## src/rtl/half_adder.sv

```systemverilog
// half_adder: registered 1-bit half adder replicated over WIDTH independent lanes.
//
// Each lane captures sum = a ^ b and ca = a & b on a rising clk edge when en is
// high. Lanes are independent, so no carry ever moves from lane i into lane i+1.
// vld pulses for the cycle after each enabled capture.
//
// Ports:
//   clk  in   1      rising-edge clock
//   rst  in   1      synchronous active-high reset, wins over en
//   en   in   1      capture enable
//   a    in   WIDTH  addend A, one bit per lane
//   b    in   WIDTH  addend B, one bit per lane
//   sum  out  WIDTH  registered lane sums
//   ca   out  WIDTH  registered lane carries
//   vld  out  1      new sum/ca present this cycle

// One lane. The data registers do not load while en is low, so X on a or b in
// that state cannot reach the outputs.
module half_adder_lane (
  input  logic clk,
  input  logic rst,
  input  logic en,
  input  logic a,
  input  logic b,
  output logic sum,
  output logic ca
);
  always_ff @(posedge clk) begin
    if (rst) begin
      sum <= 1'b0;
      ca  <= 1'b0;
    end else if (en) begin
      sum <= a ^ b;
      ca  <= a & b;
    end
  end
endmodule

module half_adder #(
  parameter int WIDTH = 1
) (
  input  logic             clk,
  input  logic             rst,
  input  logic             en,
  input  logic [WIDTH-1:0] a,
  input  logic [WIDTH-1:0] b,
  output logic [WIDTH-1:0] sum,
  output logic [WIDTH-1:0] ca,
  output logic             vld
);
  logic vld_q;

  for (genvar i = 0; i < WIDTH; i++) begin : g_lane
    half_adder_lane u_lane (
      .clk (clk),
      .rst (rst),
      .en  (en),
      .a   (a[i]),
      .b   (b[i]),
      .sum (sum[i]),
      .ca  (ca[i])
    );
  end

  // vld follows en by one cycle, so it stays high while en is held high.
  always_ff @(posedge clk) begin
    if (rst) vld_q <= 1'b0;
    else     vld_q <= en;
  end

  assign vld = vld_q;
endmodule

```

## config.mk

```make
export PLATFORM = sky130hd
export DESIGN_NAME = half_adder
export DESIGN_NICKNAME = d
export VERILOG_FILES = /design/src/rtl/half_adder.sv
export SDC_FILE = /design/constraint.sdc
export NUM_CORES = 1
export LEC_CHECK = 0
export BUFFER_PORTS_ARGS = -buffer_cell sky130_fd_sc_hd__buf_4
export CAP_MARGIN = 20
export CORE_AREA = 5 5 42 44
export DETAILED_ROUTE_END_ITERATION = 7
export DIE_AREA = 0 0 47 49
export PLACE_DENSITY_LB_ADDON = 0.08
export SYNTH_ARGS = -nofsm -noshare
export SYNTH_HDL_FRONTEND = slang
export SYNTH_SLANG_ARGS = --single-unit
```

## constraint.sdc

```tcl
create_clock -name clk -period 0.8 [get_ports clk]
set_input_delay 0.08 -clock clk [delete_from_list [all_inputs] [get_ports clk]]
set_output_delay 0.08 -clock clk [all_outputs]
set_load 0.02 [all_outputs]
```

==> Yosys cells after proc, flatten, opt, wreduce, memory -nomap -nowiden <==
Cells that the tools add are included.
{ "word_totals": {"register_bits": 3, "input_bits": 5, "output_inout_bits": 3, "elab_cells": 5} }
{ "op_classes": {"bitwise_logic": 2} }
{ "op_table": {"columns": ["operator", "count"], "rows": [
  ["$and A1 B1 Y1", 1],
  ["$xor A1 B1 Y1", 1]
]} }

==> Depth between registers and ports, before layout <==
Gate-level depths: netlist of run 1.
{ "depth": {"depth_word": 1, "mapped_depth": 3, "mapped_depth_nobuf": 3} }

==> Hierarchy <==
A second synthesis of run 1 with hierarchy kept.
{ "unflattened": {"hier_cells": 9, "hier_area_um2": 113.9} }
{ "by_module_without_submodules": {"columns": ["mod", "cells_per_inst", "instances", "seq_area_each_um2", "area_each_um2"], "rows": [
  ["half_adder_lane", 7, 1, 40.0, 80.1],
  ["half_adder", 2, 1, 20.0, 33.8]
]} }

==> Least setup slack after synthesis of run 1 <==
No wires, ideal clock.
{ "synth_timing": {"kind": "flip-flop to flip-flop", "from": "reg g_lane[0].u_lane.ca (netlist name)", "to": "reg g_lane[0].u_lane.ca", "arrival_ns": 0.581, "path_stages_with_launch": 3, "setup_ns": 0.064, "required_time_ns": 0.736, "path_buffers": 0, "path_slack_ns": 0.155, "cell_sequence": "dfxtp_1 > mux2i_1 > nor2_1"} }
{ "synth_lines": {"columns": ["element", "line_no", "text"], "rows": [
  ["end signal, assigned", "34", "ca <= a & b;"],
  ["end, declared", "26", "output logic ca"]
]} }

==> Final worst setup path of run 1 <==
{ "layout_timing": {"from": "reg g_lane[0].u_lane.sum", "to": "out sum"} }
{ "layout_lines": {"columns": ["element", "line_no", "text"], "rows": [
  ["start, declared", "25", "output logic sum,"],
  ["start signal, assigned", "33", "sum <= a ^ b;"],
  ["end, declared", "47", "output logic [WIDTH-1:0] sum,"]
]} }
No word-level cell between the ends.

==> reports/metrics.cfg, run 1 <==
[cts]
clk_pin_slew_ps = 40
cts-root-buf = clkbuf_4
cts_made_buffers = 3
cts_hold_buf = 0
ctsLongestPathBuffers = 2
cts_setup_buffers = 0
cts_resized = 0
cts_num_sinks = 3
cts_tree = done
insertion_delay_ps = 230
htreeDepth = 1

[placed_design]
place_area_um2 = 179
place_congestion = 0.557
port_buffers = 7
dp.cells = 32

[layout]
diodes = 0
drive_gt1_frac = 0.600
area_growth_pct = 102
final_area_um2 = 215
finalNetCount = 27
layout.cells.non_filler = 36

[routing]
drc = 0
drtPass1Iterations = 1
first_iter_violations = 0
vias_per_cell = 2.83
routedWlPerCell_um = 8.33
ant_nets = 0
drt_wl_total_um = 300
num_vias = 102

[timing]
slew_viol_final = 0
hold_viol_final = 0
grt_setup_unrepaired = false
tns_ps = 0
hold-worst-slack_ps = 15.2
period_minus_slack_ps = 753
max_slew.worst_pin.slew_ps = 126
finalClockSkew_ps = 0
max_freq_mhz = 1330
fin_crit_sh = 0.941
setup_viol = 0
slew_headroom = 0.913

[global_route]
grt_util_met2 = 0.0362
grt_util_met3 = 0.0480
grt_pass1_wl_um = 489
grtUsageTotal = 0.0352
busiest_layer = met3
grt_max_degree = 4
grt_pass1_vias = 128
grt-ovfl-total = 0
use_met1 = 0.0329
antenna_found_initial = 0

[critical_path]
worst_ep_arrival_time_ps = 670
crit_family = flip-flops
cp-start-kind = register
cp.required_ps = 720
critical_path_buf_inv_count = 1
crit_path_max_incr_delay_ps = 330
crit_chain = buf_6
slowest_stage = dfxtp_2
crit_fanout = 2
endpoint_kind = output port
crit_type = register to output port

[synthesis]
synth_area_um2 = 106
yosysSeqAreaShare = 0.565
avgSynthCellArea_um2 = 11.8
syn_nets = 15
yosysWarningCount = 0
ys_ff_latch = 3
ys_types = 5
syn_inst = 9

[power_and_ir_drop]
switchingPower_uw = 112
vdd_drop_max_mv = 0.657
internal-power_uw = 383
switching_share = 0.226
seqPwrFrac = 0.333
leakage_nw = 0.102
p_clk_frac = 0.543
combinationalPowerShare = 0.124
power_density_nw_per_um2 = 2300

[floorplanning]
start_util = 0.0759
die-area_um2 = 2300
die_w_um = 47
die_y_um = 49
rows = 14
io_pins = 8
core_area_um2 = 1400

[min_path]
hp-class = input port to register

[outcome]
status = finished clean

[job]
maxCapViolCount = 0

## final cells by class
class / instances / area [µm²]
Timing Repair Buffer: 7 / 60.1
Tap cell: 16 / 20.0
Clock buffer: 4 / 26.3
Multi-Input combinational cell: 6 / 46.3
Fill cell: 176 / 1190
Sequential cell: 3 / 62.6
## flip-flops by register name, summed over array words and instances (netlist names)
name	cells
vld	1
g_lane.u_lane.ca	1
g_lane.u_lane.sum	1
## power groups by stage
stage	registers, mW	logic (mW)	clock network, mW
after floorplan	0.175	0.0134	0
after global placement	0.165	0.0602	0
after detailed placement	0.165	0.0594	0
after CTS	0.163	0.0597	0.285
after global routing	0.166	0.0671	0.296
final	0.165	0.0612	0.269
## cells in the mapped netlist
| cell type | instances | area share |
|---|---|---|
| nor2b_1 | 1 | 0.059 |
| mux2i_1 | 2 | 0.19 |
| dfxtp_1 | 3 | 0.56 |
| nor2_1 | 2 | 0.071 |
| ha_1 | 1 | 0.12 |
## cells by family (layout without fill, tap and decap cells)
logic type | count (synthesis) | in the layout | synth area share
flip-flops | 3 | 3 | 0.565
multiplexers | 2 | 2 | 0.188
AND/OR/NAND/NOR | 3 | 3 | 0.129
adder cells (fa/ha/maj) | 1 | 1 | 0.118
buffers and inverters | 0 | 11 | 0
## final timing paths
kind,startpoint,slack (ps),to,cells after the start
setup / recovery,g_lane[0].u_lane.sum$_SDFFE_PP0P_,50,sum,1
hold reg to reg,g_lane[0].u_lane.ca$_SDFFE_PP0P_,500,g_lane[0].u_lane.ca$_SDFFE_PP0P_,2
setup reg to reg,g_lane[0].u_lane.ca$_SDFFE_PP0P_,200,g_lane[0].u_lane.ca$_SDFFE_PP0P_,2
hold / removal,rst,20,g_lane[0].u_lane.sum$_SDFFE_PP0P_,2
## metrics by stage
stage | total power [mW] | utilization | worst slack (ps)
finish | 0.495 | 0.154 | 47.3
floorplan | 0.189 | - | 155
global placement | 0.225 | 0.128 | 23.9
detailed placement | 0.225 | 0.128 | 29.4
global route | 0.529 | 0.154 | 16.5
CTS | 0.508 | 0.146 | 8.05
## metal layers
metal	up-vias	share of wire
met5	-	0
met4	0	0
met3	0	0.12
met2	5	0.42
met1	45	0.46
li1	52	-
## cells in the final DEF (no fill, tap or decap)
cell and n:
nor2_1 2, dfxtp_1 1, ha_1 1, buf_4 5
clkbuf_4 3, nor2b_1 1, buf_6 2, mux2i_1 2
clkbuf_1 1, dfxtp_2 2
(Power assumes the default switching activity.)
==> run 2, diff against run 1 <==
--- a/config.mk
+++ b/config.mk
@@ -5,6 +5,7 @@
 export SDC_FILE = /design/constraint.sdc
 export NUM_CORES = 1
 export LEC_CHECK = 0
+export ABC_CLOCK_PERIOD_IN_PS = 900
 export BUFFER_PORTS_ARGS = -buffer_cell sky130_fd_sc_hd__buf_4
 export CAP_MARGIN = 20
 export CORE_AREA = 5 5 42 44
==> constraint.sdc (replaced) <==
create_clock -name clk -period 0.9 [get_ports clk]
set_input_delay 0.09 -clock clk [delete_from_list [all_inputs] [get_ports clk]]
set_output_delay 0.09 -clock clk [all_outputs]
set_load 0.02 [all_outputs]
==> reports/metrics.cfg, run 2 (same netlist as run 1, synthesis figures left out) <==
[outcome]
status = finished clean

[floorplanning]
die_y_um = 49  ; unchanged
start_util = 0.0759  ; unchanged
die-area_um2 = 2300  ; unchanged
core_area_um2 = 1400  ; unchanged
die_w_um = 47  ; unchanged
io_pins = 8  ; unchanged
rows = 14  ; unchanged

[cts]
cts_hold_buf = 0  ; unchanged
cts_resized = 0  ; unchanged
clk_pin_slew_ps = 40  ; about the same
cts_num_sinks = 3  ; unchanged
insertion_delay_ps = 230  ; about the same
ctsLongestPathBuffers = 2  ; unchanged
cts_tree = done
cts_setup_buffers = 0  ; unchanged
htreeDepth = 1  ; unchanged
cts-root-buf = clkbuf_4
cts_made_buffers = 3  ; unchanged

[routing]
routedWlPerCell_um = 8.36  ; +0.33%
drt_wl_total_um = 301  ; +0.33%
vias_per_cell = 2.83  ; unchanged
drtPass1Iterations = 1  ; unchanged
ant_nets = 0  ; unchanged
num_vias = 102  ; unchanged
first_iter_violations = 0  ; unchanged
drc = 0  ; unchanged

[timing]
slew_viol_final = 0  ; unchanged
slew_headroom = 0.913  ; unchanged
max_slew.worst_pin.slew_ps = 126  ; -0.000238 ps
setup_viol = 0  ; unchanged
hold_viol_final = 0  ; unchanged
max_freq_mhz = 1260
finalClockSkew_ps = 0  ; unchanged
period_minus_slack_ps = 791
tns_ps = 0  ; unchanged
fin_crit_sh = 0.878
grt_setup_unrepaired = false

[critical_path]
endpoint_kind = output port
reg2reg_from = g_lane[0].u_lane.ca$_SDFFE_PP0P_
crit_chain = buf_4
cp.required_ps = 810  ; +90 ps
crit_path_max_incr_delay_ps = 320  ; about the same
crit_type = register to output port
slowest_stage = dfxtp_1
critical_path_buf_inv_count = 1  ; unchanged
crit_family = flip-flops
cp-start-kind = register
crit_fanout = 2  ; unchanged
crit_path_start = g_lane[0].u_lane.sum$_SDFFE_PP0P_
worst_ep_arrival_time_ps = 700  ; +30 ps

[power_and_ir_drop]
switching_share = 0.227  ; +0.000458
switchingPower_uw = 98.5  ; -12%
power_density_nw_per_um2 = 2120  ; -7.9%
seqPwrFrac = 0.333  ; about the same
internal-power_uw = 336  ; -12%
combinationalPowerShare = 0.118  ; -0.006
vdd_drop_max_mv = 0.631  ; -4.0%
p_clk_frac = 0.549  ; +0.006
leakage_nw = 0.0999  ; -2.4%

[global_route]
grt_util_met3 = 0.0480  ; unchanged
grt_max_degree = 4  ; unchanged
grt_pass1_wl_um = 489  ; unchanged
antenna_found_initial = 0  ; unchanged
use_met1 = 0.0329  ; unchanged
grt_util_met2 = 0.0362  ; unchanged
busiest_layer = met3
grtUsageTotal = 0.0352  ; unchanged
grt-ovfl-total = 0  ; unchanged
grt_pass1_vias = 128  ; unchanged

[layout]
diodes = 0  ; unchanged
finalNetCount = 27  ; unchanged
final_cell_mix = buf_4 (7), clkbuf_4 (3), dfxtp_1 (3)
drive_gt1_frac = 0.500  ; -0.100
area_growth_pct = 92.9
final_common_cell = buf_4
final_area_um2 = 205  ; -4.7%

[placed_design]
place_congestion = 0.557  ; unchanged
port_buffers = 7  ; unchanged
place_area_um2 = 179  ; unchanged

[job]
maxCapViolCount = 0  ; unchanged

[min_path]
hp-class = input port to register
hp-start = rst

-- run 2: cell counts in the layout (fill, tap and decap cells not counted) --
Identical to the previous run, type by type.
-- run 2: layout make-up --
cell class | count | area [µm²]
clock buffer | 4 | 26.3
fill | 175 | 1200
multi-input combinational | 6 | 46.3
sequential | 3 | 60.1
tap | 16 | 20.0
timing repair buffer | 7 | 52.6
-- run 2: power by group through the flow --
stage / clock [mW] / combinational [mW] / sequential [mW]
final: 0.239 / 0.0512 / 0.145
after global routing: 0.263 / 0.0565 / 0.146
after CTS: 0.254 / 0.0530 / 0.145
after detailed placement: 0 / 0.0528 / 0.147
after global placement: 0 / 0.0535 / 0.146
after floorplan: 0 / 0.0119 / 0.156
-- run 2: final timing paths --
| path | endpoint | slack [ps] | cells past startpoint |
|---|---|---|---|
| max | sum | 110 | 1 |
| min | vld$_SDFF_PP0_ | 30 | 2 |
| max reg2reg | g_lane[0].u_lane.ca$_SDFFE_PP0P_ | 320 | 2 |
| min reg2reg | g_lane[0].u_lane.ca$_SDFFE_PP0P_ | 500 | 2 |
-- run 2: per-stage QoR --
step / setup slack (ps) / std cells / util / hold WS [ps] / total power [mW]
floorplan: 255 / 9 / - / 162 / 0.168
global placement: 114 / 32 / 0.128 / 276 / 0.200
detailed placement: 119 / 32 / 0.128 / 276 / 0.200
CTS: 98.0 / 36 / 0.146 / 25.2 / 0.451
global route: 62.4 / 36 / 0.146 / 31.7 / 0.466
finish: 109 / 36 / 0.146 / 31.5 / 0.435
-- run 2: per-layer routing --
metal  vias up  wire (µm)
met2         5        126
met4         0          0
li1         52          -
met3         0         37
met1        45        137
met5         -          0
-- run 2: worst register-to-register path, cell delays in order, from the launching register on --
cell	delay, ps
dfxtp_1	300
mux2i_1	130
nor2_1	50
